**config.mk**
```make
export PLATFORM = sky130hd
export DESIGN_NAME = sad_search_ctrl_flat
export DESIGN_NICKNAME = d
export VERILOG_FILES = /design/src/rtl/sad_pkg.sv /design/src/rtl/sad_search_ctrl_if.sv /design/src/rtl/sad_min_tracker.sv /design/src/rtl/sad_search_ctrl.sv /design/src/flat_wrapper.sv
export SDC_FILE = /design/constraint.sdc
export NUM_CORES = 1
export LEC_CHECK = 0
export BUFFER_PORTS_ARGS = -buffer_cell sky130_fd_sc_hd__buf_4
export CORE_ASPECT_RATIO = 2
export CORE_UTILIZATION = 56
export DETAILED_ROUTE_END_ITERATION = 7
export PLACE_DENSITY = 0.8
export SYNTH_ARGS = -nofsm -noshare
export SYNTH_HDL_FRONTEND = slang
export SYNTH_SLANG_ARGS = --single-unit
```
**constraint.sdc**
```tcl
create_clock -name clk -period 3.6 [get_ports clk]
set_input_delay 0.72 -clock clk [delete_from_list [all_inputs] [get_ports clk]]
set_output_delay 0.72 -clock clk [all_outputs]
set_load 0.01 [all_outputs]
```
**src/rtl/sad_pkg.sv**
```systemverilog
// sad_pkg
// Shared definitions for the SAD search scheduler slice.
//   SAD_W_DEFAULT : default width of a SAD result
//   SAD_MAX       : all-ones SAD, the "nothing found yet" value of the minimum tracker
//   sad_sched_state_t : scheduler FSM states
package sad_pkg;

   localparam int SAD_W_DEFAULT = 32;
   localparam logic [SAD_W_DEFAULT-1:0] SAD_MAX = '1;

   typedef enum logic [2:0] {
      S_IDLE,
      S_LAUNCH,
      S_WAIT,
      S_UPDATE,
      S_FINISH
   } sad_sched_state_t;

endpackage

```
**src/rtl/sad_search_ctrl_if.sv**
```systemverilog
// sad_search_ctrl_if
// Bundles the host request/status signals and the SAD engine handshake of the
// search scheduler.
//   master : host + engine side (drives start/abort/num_cand/sad_done/sad)
//   slave  : the scheduler (drives sad_go/cand_idx/busy/done/err/best_*)
interface sad_search_ctrl_if
   import sad_pkg::*;
#(
   parameter int N_CAND = 8,
   parameter int SAD_W  = SAD_W_DEFAULT
);

   localparam int IW = (N_CAND > 1) ? $clog2(N_CAND) : 1;
   localparam int CW = $clog2(N_CAND + 1);

   logic             start;
   logic             abort;
   logic [CW-1:0]    num_cand;
   logic             sad_done;
   logic [SAD_W-1:0] sad;
   logic             sad_go;
   logic [IW-1:0]    cand_idx;
   logic             busy;
   logic             done;
   logic             err;
   logic [SAD_W-1:0] best_sad;
   logic [IW-1:0]    best_idx;

   modport master (
      output start, abort, num_cand, sad_done, sad,
      input  sad_go, cand_idx, busy, done, err, best_sad, best_idx
   );

   modport slave (
      input  start, abort, num_cand, sad_done, sad,
      output sad_go, cand_idx, busy, done, err, best_sad, best_idx
   );

endinterface

```
**src/rtl/sad_min_tracker.sv**
```systemverilog
// sad_min_tracker
// Keeps the running minimum SAD and the candidate index that produced it.
//   clk, rst : clock and asynchronous active-high reset
//   clear    : return best_sad/best_idx to all-ones / zero
//   load     : offer sad/idx as a new candidate result
//   sad, idx : candidate result and its index
//   best_sad, best_idx : registered running minimum and its index
module sad_min_tracker
   import sad_pkg::*;
#(
   parameter int SAD_W = SAD_W_DEFAULT,
   parameter int IW    = 3
) (
   input  logic             clk,
   input  logic             rst,
   input  logic             clear,
   input  logic             load,
   input  logic [SAD_W-1:0] sad,
   input  logic [IW-1:0]    idx,
   output logic [SAD_W-1:0] best_sad,
   output logic [IW-1:0]    best_idx
);

   // Only a strictly smaller SAD replaces the current best, so among equal
   // results the earliest (lowest) candidate index wins; clear beats load.
   always_ff @(posedge clk or posedge rst) begin
      if (rst) begin
         best_sad <= '1;
         best_idx <= '0;
      end else if (clear) begin
         best_sad <= '1;
         best_idx <= '0;
      end else if (load && (sad < best_sad)) begin
         best_sad <= sad;
         best_idx <= idx;
      end
   end

endmodule

```
**src/rtl/sad_search_ctrl.sv**
```systemverilog
// sad_search_ctrl
// Full-search scheduler above the single-block SAD engine: runs the engine once
// per candidate, presents the candidate index to the engine, and tracks the
// minimum SAD. A per-candidate watchdog ends the search with err if the engine
// never answers.
//   clk, rst : clock and asynchronous active-high reset
//   bus      : slave modport of sad_search_ctrl_if (request, engine handshake,
//              status and best result)
module sad_search_ctrl
   import sad_pkg::*;
#(
   parameter int N_CAND  = 8,
   parameter int SAD_W   = SAD_W_DEFAULT,
   parameter int TIMEOUT = 1024
) (
   input logic               clk,
   input logic               rst,
   sad_search_ctrl_if.slave  bus
);

   localparam int IW = (N_CAND > 1) ? $clog2(N_CAND) : 1;
   localparam int CW = $clog2(N_CAND + 1);
   localparam int WW = (TIMEOUT > 1) ? $clog2(TIMEOUT) : 1;

   sad_sched_state_t state;
   sad_sched_state_t state_next;

   logic [CW-1:0]    n;
   logic [CW-1:0]    n_clamped;
   logic [IW-1:0]    cand_idx;
   logic [WW-1:0]    wait_cnt;
   logic [SAD_W-1:0] sad_cap;
   logic             err;
   logic             accept;
   logic             aborting;
   logic             last_cand;
   logic             timed_out;
   logic             track_clear;
   logic             track_load;
   logic [SAD_W-1:0] best_sad;
   logic [IW-1:0]    best_idx;

   // Next-state logic. Abort is applied last so it overrides every other
   // transition out of a non-idle state; within WAIT a completing engine wins
   // over the watchdog expiring in the same cycle.
   always_comb begin
      n_clamped   = (bus.num_cand > CW'(N_CAND)) ? CW'(N_CAND) : bus.num_cand;
      accept      = (state == S_IDLE) && bus.start && !bus.abort;
      aborting    = (state != S_IDLE) && bus.abort;
      last_cand   = (CW'(cand_idx) == (n - CW'(1)));
      timed_out   = (wait_cnt == WW'(TIMEOUT - 1));
      state_next  = state;
      case (state)
         S_IDLE: begin
            if (accept) begin
               state_next = (n_clamped == '0) ? S_FINISH : S_LAUNCH;
            end
         end
         S_LAUNCH: state_next = S_WAIT;
         S_WAIT: begin
            if (bus.sad_done) begin
               state_next = S_UPDATE;
            end else if (timed_out) begin
               state_next = S_FINISH;
            end
         end
         S_UPDATE: state_next = last_cand ? S_FINISH : S_LAUNCH;
         S_FINISH: state_next = S_IDLE;
         default:  state_next = S_IDLE;
      endcase
      if (aborting) begin
         state_next = S_IDLE;
      end
      track_clear = accept || aborting;
      track_load  = (state == S_UPDATE) && !bus.abort;
   end

   // State register.
   always_ff @(posedge clk or posedge rst) begin
      if (rst) begin
         state <= S_IDLE;
      end else begin
         state <= state_next;
      end
   end

   // Search datapath: candidate count, candidate index, watchdog counter and
   // the captured engine result. err survives an abort and is only cleared
   // by the next accepted start.
   always_ff @(posedge clk or posedge rst) begin
      if (rst) begin
         n        <= '0;
         cand_idx <= '0;
         wait_cnt <= '0;
         sad_cap  <= '0;
         err      <= 1'b0;
      end else if (accept) begin
         n        <= n_clamped;
         cand_idx <= '0;
         err      <= 1'b0;
      end else if (aborting) begin
         cand_idx <= '0;
      end else begin
         case (state)
            S_LAUNCH: wait_cnt <= '0;
            S_WAIT: begin
               if (bus.sad_done) begin
                  sad_cap <= bus.sad;
               end else if (timed_out) begin
                  err <= 1'b1;
               end else begin
                  wait_cnt <= wait_cnt + WW'(1);
               end
            end
            S_UPDATE: begin
               if (!last_cand) begin
                  cand_idx <= cand_idx + IW'(1);
               end
            end
            default: ;
         endcase
      end
   end

   sad_min_tracker #(
      .SAD_W (SAD_W),
      .IW    (IW)
   ) u_tracker (
      .clk      (clk),
      .rst      (rst),
      .clear    (track_clear),
      .load     (track_load),
      .sad      (sad_cap),
      .idx      (cand_idx),
      .best_sad (best_sad),
      .best_idx (best_idx)
   );

   // Status outputs decode the state register only, so no input reaches an
   // output combinationally.
   assign bus.sad_go   = (state == S_LAUNCH);
   assign bus.busy     = (state != S_IDLE);
   assign bus.done     = (state == S_FINISH);
   assign bus.err      = err;
   assign bus.cand_idx = cand_idx;
   assign bus.best_sad = best_sad;
   assign bus.best_idx = best_idx;

endmodule

```
**src/flat_wrapper.sv**
```systemverilog
// flat-port wrapper written by rule: the top's interface ports become plain ports
module sad_search_ctrl_flat import sad_pkg::*;
#(
   parameter int N_CAND  = 8,
   parameter int SAD_W   = SAD_W_DEFAULT,
   parameter int TIMEOUT = 1024
)
  (clk, rst, bus_start, bus_abort, bus_num_cand, bus_sad_done, bus_sad, bus_sad_go, bus_cand_idx, bus_busy, bus_done, bus_err, bus_best_sad, bus_best_idx);
  sad_search_ctrl_if #(.N_CAND(N_CAND), .SAD_W(SAD_W)) bus_i ();
  input logic clk;
  input logic rst;
  input wire logic [$bits(bus_i.start)-1:0] bus_start;
  input wire logic [$bits(bus_i.abort)-1:0] bus_abort;
  input wire logic [$bits(bus_i.num_cand)-1:0] bus_num_cand;
  input wire logic [$bits(bus_i.sad_done)-1:0] bus_sad_done;
  input wire logic [$bits(bus_i.sad)-1:0] bus_sad;
  output wire logic [$bits(bus_i.sad_go)-1:0] bus_sad_go;
  output wire logic [$bits(bus_i.cand_idx)-1:0] bus_cand_idx;
  output wire logic [$bits(bus_i.busy)-1:0] bus_busy;
  output wire logic [$bits(bus_i.done)-1:0] bus_done;
  output wire logic [$bits(bus_i.err)-1:0] bus_err;
  output wire logic [$bits(bus_i.best_sad)-1:0] bus_best_sad;
  output wire logic [$bits(bus_i.best_idx)-1:0] bus_best_idx;
  assign bus_i.start = bus_start;
  assign bus_i.abort = bus_abort;
  assign bus_i.num_cand = bus_num_cand;
  assign bus_i.sad_done = bus_sad_done;
  assign bus_i.sad = bus_sad;
  assign bus_sad_go = bus_i.sad_go;
  assign bus_cand_idx = bus_i.cand_idx;
  assign bus_busy = bus_i.busy;
  assign bus_done = bus_i.done;
  assign bus_err = bus_i.err;
  assign bus_best_sad = bus_i.best_sad;
  assign bus_best_idx = bus_i.best_idx;
  sad_search_ctrl #(.N_CAND(N_CAND), .SAD_W(SAD_W), .TIMEOUT(TIMEOUT)) u_core (.clk(clk), .rst(rst), .bus(bus_i));
endmodule
```
==> results.toml <==
[status]
status = "finished clean"

[placed_design]
dp_hpwl_um = 7560
portBuffers = 82
globalplace.congestion = 0.798

[yosys]
ys_seq_elements = 88
async_flop_share_pct = 100
synth_warnings = 0
synthesis.instances = 480
synth_xor_area_share_pct = 2.76
synthFlopType = "dfrtp_1"
ys_types = 50
synth_top_family_by_area = "simple AND/OR/NAND/NOR gates"
avgSynthCellArea_um2 = 9.91
synthesis.nets = 555
syn-cell-area_um2 = 4760
synth_seq_area_share_pct = 47.1
synth_edf_count = 0
synth_compound_area_share_pct = 7.79
synth-adder-area-share_pct = 8.95
synth.area.mux_share_pct = 10.2
synth_simple_gate_area_share_pct = 15.5

[timing]
finalSetupViolCount = 0
hold_ws_ps = 484
slew-limit-headroom_pct = 47.9
rsz0062_at_grt = "no"
hold_viol_final = 0
fmax_mhz = 374
slew_viol_final = 0
period_needed_ps = 2680
fin_worst_skew_ps = 4.60
fin_crit_sh_pct = 74.4
worstMarginPinSlew_ps = 782
fin_tns_setup_ps = 0

[clocking]
clock-sinks = 88
numCtsBuffers = 9
cts-root-buf = "clkbuf_16"
htree_levels = 3
cts-resized-gates = 0
clk_pin_slew_ps = 60
hold_buffers = 0
cts_tree = "built"
cts_setup_buffers = 0
cts_buffer_depth = 2
insertion_delay_ps = 340

[power_and_ir_drop]
finalPower_w = 0.00359
peakVddDrop_mv = 0.483
p_per_area_nw_per_um2 = 628
leakage_nw = 3.07

[critical_path]
cp_max_fo = 10
critPathArrivalTime_ps = 2920
critPathBufInv = 2
slowest_delay_ps = 550
r2r_start = "u_core.u_tracker.best_sad[23]"
crit_type = "reg2reg"
crit_required_ps = 3850
endpoint_kind = "flop"
critPathLaunchType = "flop"
startpoint = "u_core.u_tracker.best_sad[23]"
cp_cell_sequence = "inv_1 > ha_1 > nand4_1 > nor3_1 > a2111oi_2 > nand2_1 > a211oi_2 > buf_4 > mux2i_1"
slowest_stage = "dfstp_2"
reg2regPathDepth = 9
cp_num_cells = 9
critPathTopFamily = "compound AO/OA/AOI/OAI gates"

[routing]
vias = 3572
drtPass1Iterations = 4
wl_per_cell_um = 15.6
drt_iter0_drc = 164
remaining_drc_errors = 0
final_antenna_net_count = 0
routed_wl_um = 10300
vias_per_cell = 5.38

[global_route]
first_global_vias = 3718
antenna_found_initial = 0
gr-total-overflow = 0
grt_pass1_wl_um = 17100
grt_use_total_pct = 25.7
grt_max_degree = 47

[floorplan]
die_h_um = 132
dieArea_um2 = 8890
die_width_um = 67.2
ios = 83
start_util_pct = 57.8
fp.coreArea_um2 = 8230
rows = 47

[worst_hold_path]
hold_class = "in2async"

[layout]
final_common_cell = "buf_4"
drive_gt1_share_pct = 27.0
layout_common_cells = "buf_4 (86), nor2_1 (68), inv_1 (59), dfrtp_1 (56), nand2_1 (46)"
area_growth_pct = 20.2
nets = 636
n_antenna_cell = 0
fin_util_pct = 69.4

[flow_run]
max_cap_viol_count = 0
==> final timing paths <==
check                                                      to  slack [ps]
worst min-delay path                       u_core.wait_cnt[7]         480
worst max-delay path            u_core.u_tracker.best_sad[23]         920
min in group clk                                  u_core.n[3]         490
worst max register to register  u_core.u_tracker.best_sad[23]         920
max in group asynchronous        u_core.u_tracker.best_sad[4]        2370
worst min register to register                    u_core.n[3]         490
==> area by class of cell <==
type | count | area (um^2)
clock buffers | 12 | 236
clock inverters | 4 | 70.1
fillers | 638 | 2520
inverters | 60 | 226
multi-input cells | 315 | 2150
flip-flops and latches | 88 | 2240
well taps | 98 | 123
repair buffers | 87 | 666
==> state kept, by name (all words and copies together), names as in the netlist <==
register	flops
u_core.state	3
u_core.sad_cap	32
u_core.bus.err	1
u_core.u_tracker.best_sad	32
u_core.u_tracker.best_idx	3
u_core.n	4
u_core.bus.cand_idx	3
u_core.wait_cnt	10
==> cells in the mapped netlist, types with 4 or more instances <==
| master | n | area, um^2 |
|---|---|---|
| mux2_2 | 11 | 124 |
| inv_1 | 60 | 225 |
| dfstp_2 | 32 | 841 |
| mux2i_1 | 36 | 360 |
| clkbuf_1 | 5 | 18.8 |
| nor2_1 | 68 | 255 |
| nand4_1 | 7 | 43.8 |
| o21ai_0 | 30 | 150 |
| nand3_1 | 5 | 25.0 |
| dfrtp_1 | 56 | 1400 |
| xor2_1 | 9 | 78.8 |
| a21oi_1 | 13 | 65.1 |
| nand2_1 | 46 | 173 |
| ha_1 | 34 | 425 |
| buf_6 | 4 | 45.0 |
| xnor2_1 | 6 | 52.6 |
| nor3_1 | 4 | 20.0 |
| nand3b_1 | 4 | 30.0 |
==> report_power, final <==
| group | switching [W] | internal, W | leakage (nW) |
|---|---|---|---|
| Sequential | 0.000212 | 0.00129 | 1.05 |
| Clock | 0.000362 | 0.000606 | 0.151 |
| Combinational | 0.000622 | 0.000495 | 1.87 |
==> per-layer routing <==
metal / routed length (um) / GRT usage, %
met5: 0 / 0
met4: 304 / 11.1
met2: 5840 / 45.9
met1: 3820 / 28.2
met3: 368 / 4.93
==> worst register-to-register path, stage by stage (launching register included) <==
cell and delay (ps):
dfstp_2 550, inv_1 50, ha_1 320, nand4_1 180
nor3_1 90, a2111oi_2 350, nand2_1 130, a211oi_2 340
buf_4 300, mux2i_1 280
==> kinds of logic after synthesis <==
| kind of cell | count (synthesis) |
|---|---|
| AND/OR/NAND/NOR | 156 |
| flip-flops | 88 |
| buffers and inverters | 77 |
| AO/OA/AOI/OAI | 63 |
| multiplexers | 47 |
| adder cells (fa/ha/maj) | 34 |
| XOR/XNOR | 15 |
==> stage by stage <==
stage | setup slack (ps) | cell area [um^2] | instances
after global placement | 1070 | 5410 | 648
after floorplan | 654 | 4760 | 480
after detailed placement | 972 | 5410 | 648
final | 923 | 5710 | 664
after CTS | 898 | 5710 | 664
after global routing | 798 | 5710 | 664
Power figures use the tool's default switching activity.
